[src/rtl/imem_pkg.sv]
// Shared constants and types for the instruction-memory arbiter.
package imem_pkg;

    localparam int ADDR_W         = 32;
    localparam int DATA_W         = 32;
    localparam int IMEM_DEPTH_DEF = 1024;
    localparam int IMEM_AW_DEF    = $clog2(IMEM_DEPTH_DEF);

    // Owner of the response that is due in the current cycle.
    typedef enum logic [1:0] {
        OWN_NONE  = 2'd0,
        OWN_FETCH = 2'd1,
        OWN_LOAD  = 2'd2
    } owner_t;

    // A byte address is word aligned when its two low bits are clear.
    function automatic logic word_aligned(input logic [ADDR_W-1:0] addr);
        return (addr[1:0] == 2'b00);
    endfunction

endpackage

[src/rtl/imem_addr_check.sv]
// Combinational legality test for one requester: alignment and range,
// plus the word index used to address the memory.
module imem_addr_check
    import imem_pkg::*;
#(
    parameter int IMEM_DEPTH = IMEM_DEPTH_DEF,
    parameter int AW         = $clog2(IMEM_DEPTH)
) (
    input  logic [ADDR_W-1:0] addr_i,
    output logic              legal_o,
    output logic [AW-1:0]     idx_o
);

    logic [ADDR_W-1:0] word_s;

    // Word index and legality: aligned and inside the memory.
    always_comb begin
        word_s  = {2'b00, addr_i[ADDR_W-1:2]};
        legal_o = word_aligned(addr_i) && (word_s < ADDR_W'(IMEM_DEPTH));
        idx_o   = word_s[AW-1:0];
    end

endmodule

[src/rtl/imem_arbiter.sv]
// Two-port arbiter in front of a single-port instruction memory.
// The loader normally wins; a waiting fetch is forced through after
// STARVE_MAX consecutive loader grants. Responses follow one cycle later.
module imem_arbiter
    import imem_pkg::*;
#(
    parameter int STARVE_MAX = 4,
    parameter int IMEM_DEPTH = IMEM_DEPTH_DEF,
    localparam int AW        = $clog2(IMEM_DEPTH),
    localparam int CW        = $clog2(STARVE_MAX + 1)
) (
    input  logic              clk,
    input  logic              rst,
    // fetch port
    input  logic              f_req,
    input  logic [ADDR_W-1:0] f_addr,
    output logic              f_gnt,
    output logic              f_rvalid,
    output logic [DATA_W-1:0] f_rdata,
    output logic              f_err,
    // loader port
    input  logic              l_req,
    input  logic              l_we,
    input  logic [ADDR_W-1:0] l_addr,
    input  logic [DATA_W-1:0] l_wdata,
    output logic              l_gnt,
    output logic              l_rvalid,
    output logic [DATA_W-1:0] l_rdata,
    output logic              l_err,
    // memory port
    output logic              m_en,
    output logic              m_we,
    output logic [AW-1:0]     m_addr,
    output logic [DATA_W-1:0] m_wdata,
    input  logic [DATA_W-1:0] m_rdata
);

    logic          f_legal_s;
    logic          l_legal_s;
    logic [AW-1:0] f_idx_s;
    logic [AW-1:0] l_idx_s;
    logic          fetch_wins_s;

    logic [CW-1:0] starve_q, starve_d;
    owner_t        owner_q, owner_d;
    logic          err_q, err_d;
    logic          rd_q, rd_d;     // response returns memory data

    imem_addr_check #(
        .IMEM_DEPTH (IMEM_DEPTH),
        .AW         (AW)
    ) u_f_check (
        .addr_i  (f_addr),
        .legal_o (f_legal_s),
        .idx_o   (f_idx_s)
    );

    imem_addr_check #(
        .IMEM_DEPTH (IMEM_DEPTH),
        .AW         (AW)
    ) u_l_check (
        .addr_i  (l_addr),
        .legal_o (l_legal_s),
        .idx_o   (l_idx_s)
    );

    // Grant selection and memory command for the current cycle.
    always_comb begin
        f_gnt        = 1'b0;
        l_gnt        = 1'b0;
        m_en         = 1'b0;
        m_we         = 1'b0;
        m_addr       = '0;
        m_wdata      = '0;
        fetch_wins_s = f_req && (starve_q == CW'(STARVE_MAX));

        if (rst) begin
            f_gnt = 1'b0;
            l_gnt = 1'b0;
        end else if (f_req && (fetch_wins_s || !l_req)) begin
            f_gnt = 1'b1;
        end else if (l_req) begin
            l_gnt = 1'b1;
        end else begin
            f_gnt = 1'b0;
            l_gnt = 1'b0;
        end

        // Illegal accesses are granted but never reach the memory.
        if (f_gnt) begin
            m_en   = f_legal_s;
            m_addr = f_legal_s ? f_idx_s : '0;
        end else if (l_gnt) begin
            m_en    = l_legal_s;
            m_we    = l_legal_s & l_we;
            m_addr  = l_legal_s ? l_idx_s : '0;
            m_wdata = l_legal_s ? l_wdata : '0;
        end else begin
            m_en = 1'b0;
        end
    end

    // Starvation counter: counts loader grants taken while fetch waits.
    always_comb begin
        starve_d = starve_q;
        if (f_gnt || !f_req) begin
            starve_d = '0;
        end else if (l_gnt && (starve_q < CW'(STARVE_MAX))) begin
            starve_d = starve_q + CW'(1);
        end else begin
            starve_d = starve_q;
        end
    end

    // Response bookkeeping: who gets the answer next cycle and what kind.
    always_comb begin
        owner_d = OWN_NONE;
        err_d   = 1'b0;
        rd_d    = 1'b0;
        if (f_gnt) begin
            owner_d = OWN_FETCH;
            err_d   = !f_legal_s;
            rd_d    = f_legal_s;
        end else if (l_gnt) begin
            owner_d = OWN_LOAD;
            err_d   = !l_legal_s;
            rd_d    = l_legal_s && !l_we;
        end else begin
            owner_d = OWN_NONE;
        end
    end

    // State registers with synchronous reset; reset drops any pending response.
    always_ff @(posedge clk) begin
        if (rst) begin
            starve_q <= '0;
            owner_q  <= OWN_NONE;
            err_q    <= 1'b0;
            rd_q     <= 1'b0;
        end else begin
            starve_q <= starve_d;
            owner_q  <= owner_d;
            err_q    <= err_d;
            rd_q     <= rd_d;
        end
    end

    // Route the response to its owner; the other side sees zeros.
    always_comb begin
        f_rvalid = 1'b0;
        f_err    = 1'b0;
        f_rdata  = '0;
        l_rvalid = 1'b0;
        l_err    = 1'b0;
        l_rdata  = '0;
        if (rst) begin
            f_rvalid = 1'b0;
            l_rvalid = 1'b0;
        end else begin
            case (owner_q)
                OWN_FETCH: begin
                    f_rvalid = 1'b1;
                    f_err    = err_q;
                    f_rdata  = rd_q ? m_rdata : '0;
                end
                OWN_LOAD: begin
                    l_rvalid = 1'b1;
                    l_err    = err_q;
                    l_rdata  = rd_q ? m_rdata : '0;
                end
                default: begin
                    f_rvalid = 1'b0;
                    l_rvalid = 1'b0;
                end
            endcase
        end
    end

endmodule

[config.mk]
export PLATFORM = sky130hd
export DESIGN_NAME = imem_arbiter
export DESIGN_NICKNAME = d
export VERILOG_FILES = /design/src/rtl/imem_pkg.sv /design/src/rtl/imem_addr_check.sv /design/src/rtl/imem_arbiter.sv
export SDC_FILE = /design/constraint.sdc
export NUM_CORES = 1
export LEC_CHECK = 0
export CAP_MARGIN = 20
export CORE_AREA = 2 2 96 98
export CTS_CLUSTER_DIAMETER = 120
export CTS_CLUSTER_SIZE = 24
export DETAILED_ROUTE_END_ITERATION = 10
export DIE_AREA = 0 0 98 100
export MAX_ROUTING_LAYER = met4
export PLACE_DENSITY_LB_ADDON = 0.1
export SETUP_SLACK_MARGIN = 0.3
export SLEW_MARGIN = 10
export SYNTH_ARGS = -nofsm -noshare
export SYNTH_HDL_FRONTEND = slang
export SYNTH_SLANG_ARGS = --single-unit
[constraint.sdc]
create_clock -name clk -period 4.2 [get_ports clk]
set_input_delay 0.84 -clock clk [delete_from_list [all_inputs] [get_ports clk]]
set_output_delay 0.84 -clock clk [all_outputs]
set_load 0.005 [all_outputs]
==> impl_metrics.yaml, run 1 <==
outcome:
  status: "completed"
place:
  port_buffers: 246
  pre_cts_slack_ns: 0.303
  hpwl_um: 6890
  finalWeightedCongestion: 0.768
  place_area_um2: 3880
timing:
  rsz0062_at_grt: "no"
  timing.fmax_ghz: 0.267
  fin_crit_ns: 3.75
  slew_headroom: 0.542
  skew_ns: 0.00394
  worstMarginPinSlew_ns: 0.687
  fin_crit_sh: 0.893
  worst_slack_ns: 0.451
  hold_viol: 0
  slew_viol_final: 0
  setup-tns-final_ns: 0
  setup_viol: 0
drt:
  drtAntennaViolNets: 0
  via_count: 2450
  drc: 0
  drt_iter0_markers: 63
  viasPerCell: 4.22
  wl_per_cell_um: 13.7
  drt_pass1_iterations: 4
  wirelength_um: 7960
power_and_ir_drop:
  powerDensity_nw_per_um2: 80.6
  peakVddDrop_mv: 0.0627
  power_leakage_uw: 0.00137
  finalPower_uw: 320
finish:
  fin_util: 0.447
  final_common_cell: "clkdlybuf4s50_1"
  antennaDiodeCount: 0
  fillers: 907
  finalInstanceArea_um2: 3970
  drive_gt1_frac: 0.0532
  nets: 606
  area_growth_pct: 198
  layout_common_cells: "clkdlybuf4s50_1, nor2_1, and2_1"
worst_setup_path:
  crit_end: "m_wdata[31]"
  critPathLaunch: "l_addr[31]"
  cp_max_fo: 12
  r2r_cells: 6
  reg2reg_slack_ns: 2.54
  critPathLaunchType: "input pin"
  r2r-end: "rd_q$_SDFF_PP0_"
  reg2reg_from: "starve_q[0]$_SDFFE_PP0P_"
  cp.required_ns: 3.36
  crit_path_end_kind: "output pin"
  criticalPathCategory: "in2out"
  crit_arrival_ns: 2.91
die:
  die-area_um2: 9800
  die_h_um: 100
  fp.coreArea_um2: 8890
  rows: 35
  die_w_um: 98
  ios: 247
  initial_core_util: 0.150
logic_synthesis:
  ys_ff_latch: 7
  synth_cell_types: 28
  syn_inst: 228
  synth_top_area_frac: 0.205
  synth_top_area_cell: "nor2_1"
  ys_seq_area_frac: 0.105
  synth_area_leaders: "nor2_1, and2_1, dfxtp_1, nand2_1, a32o_1"
  synth.avg_cell_area_um2: 5.85
  netlist_area_um2: 1330
  yosysWarnings: 0
  syn_nets: 363
clocking:
  cts.sink_count: 7
  numCtsBuffers: 3
  htreeDepth: 1
  hold_buffers: 0
  clock_latency_ns: 0.23
  clockBufferDepth: 2
  cts_tree: "done"
  clkSlewWorstSetupHoldPaths_ns: 0.04
  root_buffer: "clkbuf_8"
grt:
  grt_max_degree: 35
  grt_usage: 0.159
  grt_pass1_wl_um: 12300
  gr-total-overflow: 0
  grt_pass1_vias: 2477
  antenna_found_initial: 0
flow_run:
  timing.max_cap.violations: 0
min_path:
  hp-class: "reg2reg"
==> through the flow <==
step | instances | hold WS [ns]
after floorplan | 228 | 0.474
after global placement | 574 | 0.499
after detailed placement | 574 | 0.513
after CTS | 580 | 0.520
after global routing | 581 | 0.550
final | 581 | 0.511
==> Yosys cell counts <==
master and count:
dfxtp_1 7, nor4_4 1, a21oi_1 4, nand3b_1 1, nand2b_1 2, nor3_4 1
nand2_1 35, mux2i_1 1, nand4_2 1, clkbuf_1 10, and2_0 6, nand3_1 2
inv_1 11, o22ai_1 1, nor4_2 4, a21o_1 1, buf_6 4, buf_2 3
and2_1 36, a32o_1 11, ha_1 2, or3b_2 1, or4_4 1, nor2_1 73
or2_2 1, nand4_1 1, nor4_1 6, buf_4 1
==> routing by layer <==
layer | part of all wire | wire [um] | vias up | GRT usage
met5 | 0 | 0 | - | -
met4 | 0.024 | 189 | 0 | 0.0438
met3 | 0.089 | 706 | 13 | 0.0334
met2 | 0.54 | 4270 | 156 | 0.312
met1 | 0.35 | 2790 | 1066 | 0.158
li1 | - | - | 1215 | -
==> worst min path at each step <==
stage          slack, ns                        to                      from  cells after the start
6_report            0.51  starve_q[1]$_SDFFE_PP0P_  starve_q[1]$_SDFFE_PP0P_                      2
5_1_grt             0.55  starve_q[1]$_SDFFE_PP0P_  starve_q[1]$_SDFFE_PP0P_                      2
4_1_cts             0.52  starve_q[1]$_SDFFE_PP0P_  starve_q[1]$_SDFFE_PP0P_                      2
3_5_place_dp        0.51  starve_q[1]$_SDFFE_PP0P_  starve_q[1]$_SDFFE_PP0P_                      2
3_3_place_gp        0.50  starve_q[1]$_SDFFE_PP0P_  starve_q[1]$_SDFFE_PP0P_                      2
2_1_floorplan       0.47  starve_q[1]$_SDFFE_PP0P_  starve_q[1]$_SDFFE_PP0P_                      2
==> what timing repair did <==
action                     in CTS  in global routing
pin swaps                       1                  3
gates resized for setup         0                  4
setup endpoints to repair       4                  4
buffers inserted                2                  1
==> final cells by class <==
class,count,area (um2),area share
Clock buffer,4,45.0,0.0113
Inverter,11,41.3,0.0104
Multi-Input combinational cell,192,1060,0.267
Sequential cell,7,140,0.0353
Tap cell,111,139,0.0350
Timing Repair Buffer,256,2540,0.641
==> sequential cells by signal (all words and copies together) (netlist names) <==
name and flops:
starve_q 3, err_q 1, owner_q 2, rd_q 1
==> power breakdown <==
group	internal (uW)	switching (uW)
combinational	117	35.7
sequential	68.9	0.882
clock	65.9	31.6
==> worst max-delay path: stages <==
cell and delay [ns]:
clkdlybuf4s50_1 0.41, nor4_2 0.35, nand4_2 0.21, nor3_4 0.23
buf_4 0.19, and2_1 0.13, clkdlybuf4s50_1 0.55
==> cell families after synthesis <==
family	synth area share
flip-flops	0.105
AND/OR/NAND/NOR	0.651
buffers and inverters	0.110
AO/OA/AOI/OAI	0.108
adder cells (fa/ha/maj)	0.0188
multiplexers	0.00750
(Power assumes the default switching activity.)
==> run 2: changes to the inputs <==
--- a/config.mk
+++ b/config.mk
@@ -14,6 +14,7 @@
 export MAX_ROUTING_LAYER = met4
 export PLACE_DENSITY_LB_ADDON = 0.1
 export SETUP_SLACK_MARGIN = 0.3
+export SKIP_LAST_GASP = 1
 export SLEW_MARGIN = 10
 export SYNTH_ARGS = -nofsm -noshare
 export SYNTH_HDL_FRONTEND = slang
==> constraint.sdc (replaced) <==
create_clock -name clk -period 4.2 [get_ports clk]
set_input_delay 0.84 -clock clk [delete_from_list [all_inputs] [get_ports clk]]
set_output_delay 0.84 -clock clk [all_outputs]
set_load 0.01 [all_outputs]
==> run 2 against run 1 <==
  * Core utilization fell by 0.18 points
  * Clock-buffer cell count did not move
  * Largest cell class unchanged
  * Clock skew rose by 0.0012 ns
  * Critical path type unchanged
  * Highest routed layer unchanged
==> impl_metrics.yaml, run 2 (same netlist as run 1, synthesis figures left out) <==
power_and_ir_drop:
  power_leakage_uw: 0.00136
  switchingPower_uw: 69.1
  internal_power_uw: 252
  powerDensity_nw_per_um2: 81.2
  clkPwrFrac: 0.303
  p_sw_frac: 0.215
  pwr-share-seq: 0.218
  peakVddDrop_mv: 0.0631
  power_frac_comb: 0.479
grt:
  antenna_found_initial: 0
  grt_pass1_wl_um: 12000
  grt_max_degree: 35
  grt_usage: 0.158
  gr-total-overflow: 0
  grt_pass1_vias: 2356
drt:
  wirelength_um: 8110
  drtAntennaViolNets: 0
  drt_iter0_markers: 38
  drt_pass1_iterations: 4
  via_count: 2416
  drc: 0
  viasPerCell: 4.17
  highest_layer: "met4"
  met2_wirelength_um: 4320
  wl_met1_um: 2810
  wl_per_cell_um: 14.0
  route.met3.wl_um: 762
finish:
  antennaDiodeCount: 0
  largest_reg_flops: 3
  largest_register: "starve_q"
  area_growth_pct: 196
  final_common_cell: "clkdlybuf4s50_1"
  top_regs: "starve_q x3, owner_q x2"
  layout_common_cells: "clkdlybuf4s50_1, nor2_1, and2_1"
  finalInstanceArea_um2: 3950
  drive_gt1_frac: 0.0470
  nets: 604
place:
  hpwl_um: 6930
  port_buffers: 246
  finalWeightedCongestion: 0.825
  place_area_um2: 3880
clocking:
  cts_tree: "done"
  cts_resized: 0
  postCtsSetupBuffers: 0
  htreeDepth: 1
  hold_buffers: 0
  clockBufferDepth: 2
  root_buffer: "clkbuf_8"
  cts.sink_count: 7
  numCtsBuffers: 3
  clock_latency_ns: 0.23
  clkSlewWorstSetupHoldPaths_ns: 0.04
min_path:
  min-delay-start: "starve_q[1]$_SDFFE_PP0P_"
  hp-class: "reg2reg"
timing:
  skew_ns: 0.00511
  slew_headroom: 0.526
  worstMarginPinSlew_ns: 0.711
  setup_viol: 0
  rsz0062_at_grt: "no"
  fin_crit_ns: 3.79
  fin_crit_sh: 0.902
  timing.fmax_ghz: 0.264
  hold_viol: 0
  setup-tns-final_ns: 0
  slew_viol_final: 0
die:
  die-area_um2: 9800
  fp.coreArea_um2: 8890
  rows: 35
  ios: 247
  die_w_um: 98
  initial_core_util: 0.150
  die_h_um: 100
worst_setup_path:
  crit_arrival_ns: 2.95
  reg2reg_from: "starve_q[0]$_SDFFE_PP0P_"
  critPathLaunch: "f_addr[1]"
  cp.required_ns: 3.36
  critPathLaunchType: "input pin"
  crit_path_end_kind: "output pin"
  criticalPathCategory: "in2out"
  cp_max_fo: 13
flow_run:
  timing.max_cap.violations: 0
outcome:
  status: "completed"
==> run 2: changes by cell type in the layout (fill, tap and decap cells not counted) <==
cell,delta
nor4_2,-2
buf_4,-1
buf_6,-1
nor4_1,+1
nor4_4,+1
==> run 2: layout make-up <==
type	instances	area [um2]
clock buffer	4	45.0
tap	111	139
multi-input combinational	192	1060
sequential	7	140
timing repair buffer	254	2530
fill	919	4940
inverter	11	41.3
==> run 2: through the flow <==
stage / util / setup slack (ns) / cells / power (uW) / hold WS (ns)
after floorplan: - / 1.44 / 228 / 91.8 / 0.474
after global placement: 0.437 / 0.393 / 574 / 222 / 0.500
after global routing: 0.445 / 0.305 / 579 / 336 / 0.580
after detailed placement: 0.437 / 0.367 / 574 / 224 / 0.512
after CTS: 0.442 / 0.370 / 578 / 322 / 0.519
final: 0.445 / 0.411 / 579 / 321 / 0.513
==> run 2: per-layer routing <==
metal | track usage | vias up
met5 | - | -
met2 | 0.299 | 154
met4 | 0.0556 | 0
li1 | - | 1214
met3 | 0.0383 | 14
met1 | 0.158 | 1034
==> run 2: power by group through the flow <==
stage	Combinational (uW)	Sequential, uW	Clock, uW
3_3_place_gp	151	70.9	0
5_1_grt	165	69.9	101
2_1_floorplan	21.0	70.7	0
6_report	154	69.8	97.4
3_5_place_dp	153	71.0	0
4_1_cts	154	69.8	98.8
==> run 2: worst paths after layout <==
kind,to,slack [ns],depth (start not counted)
worst max register to register,rd_q$_SDFF_PP0_,2.51,6
worst min register to register,starve_q[1]$_SDFFE_PP0P_,0.51,2
worst max-delay path,m_addr[0],0.41,7
worst min-delay path,starve_q[1]$_SDFFE_PP0P_,0.51,2
==> run 2: worst max-delay path, stage by stage <==
cell,delay (ns)
clkdlybuf4s50_1,0.40
nor4_1,0.35
nand4_1,0.20
nor4_4,0.22
buf_4,0.23
a32o_1,0.15
clkdlybuf4s50_1,0.55
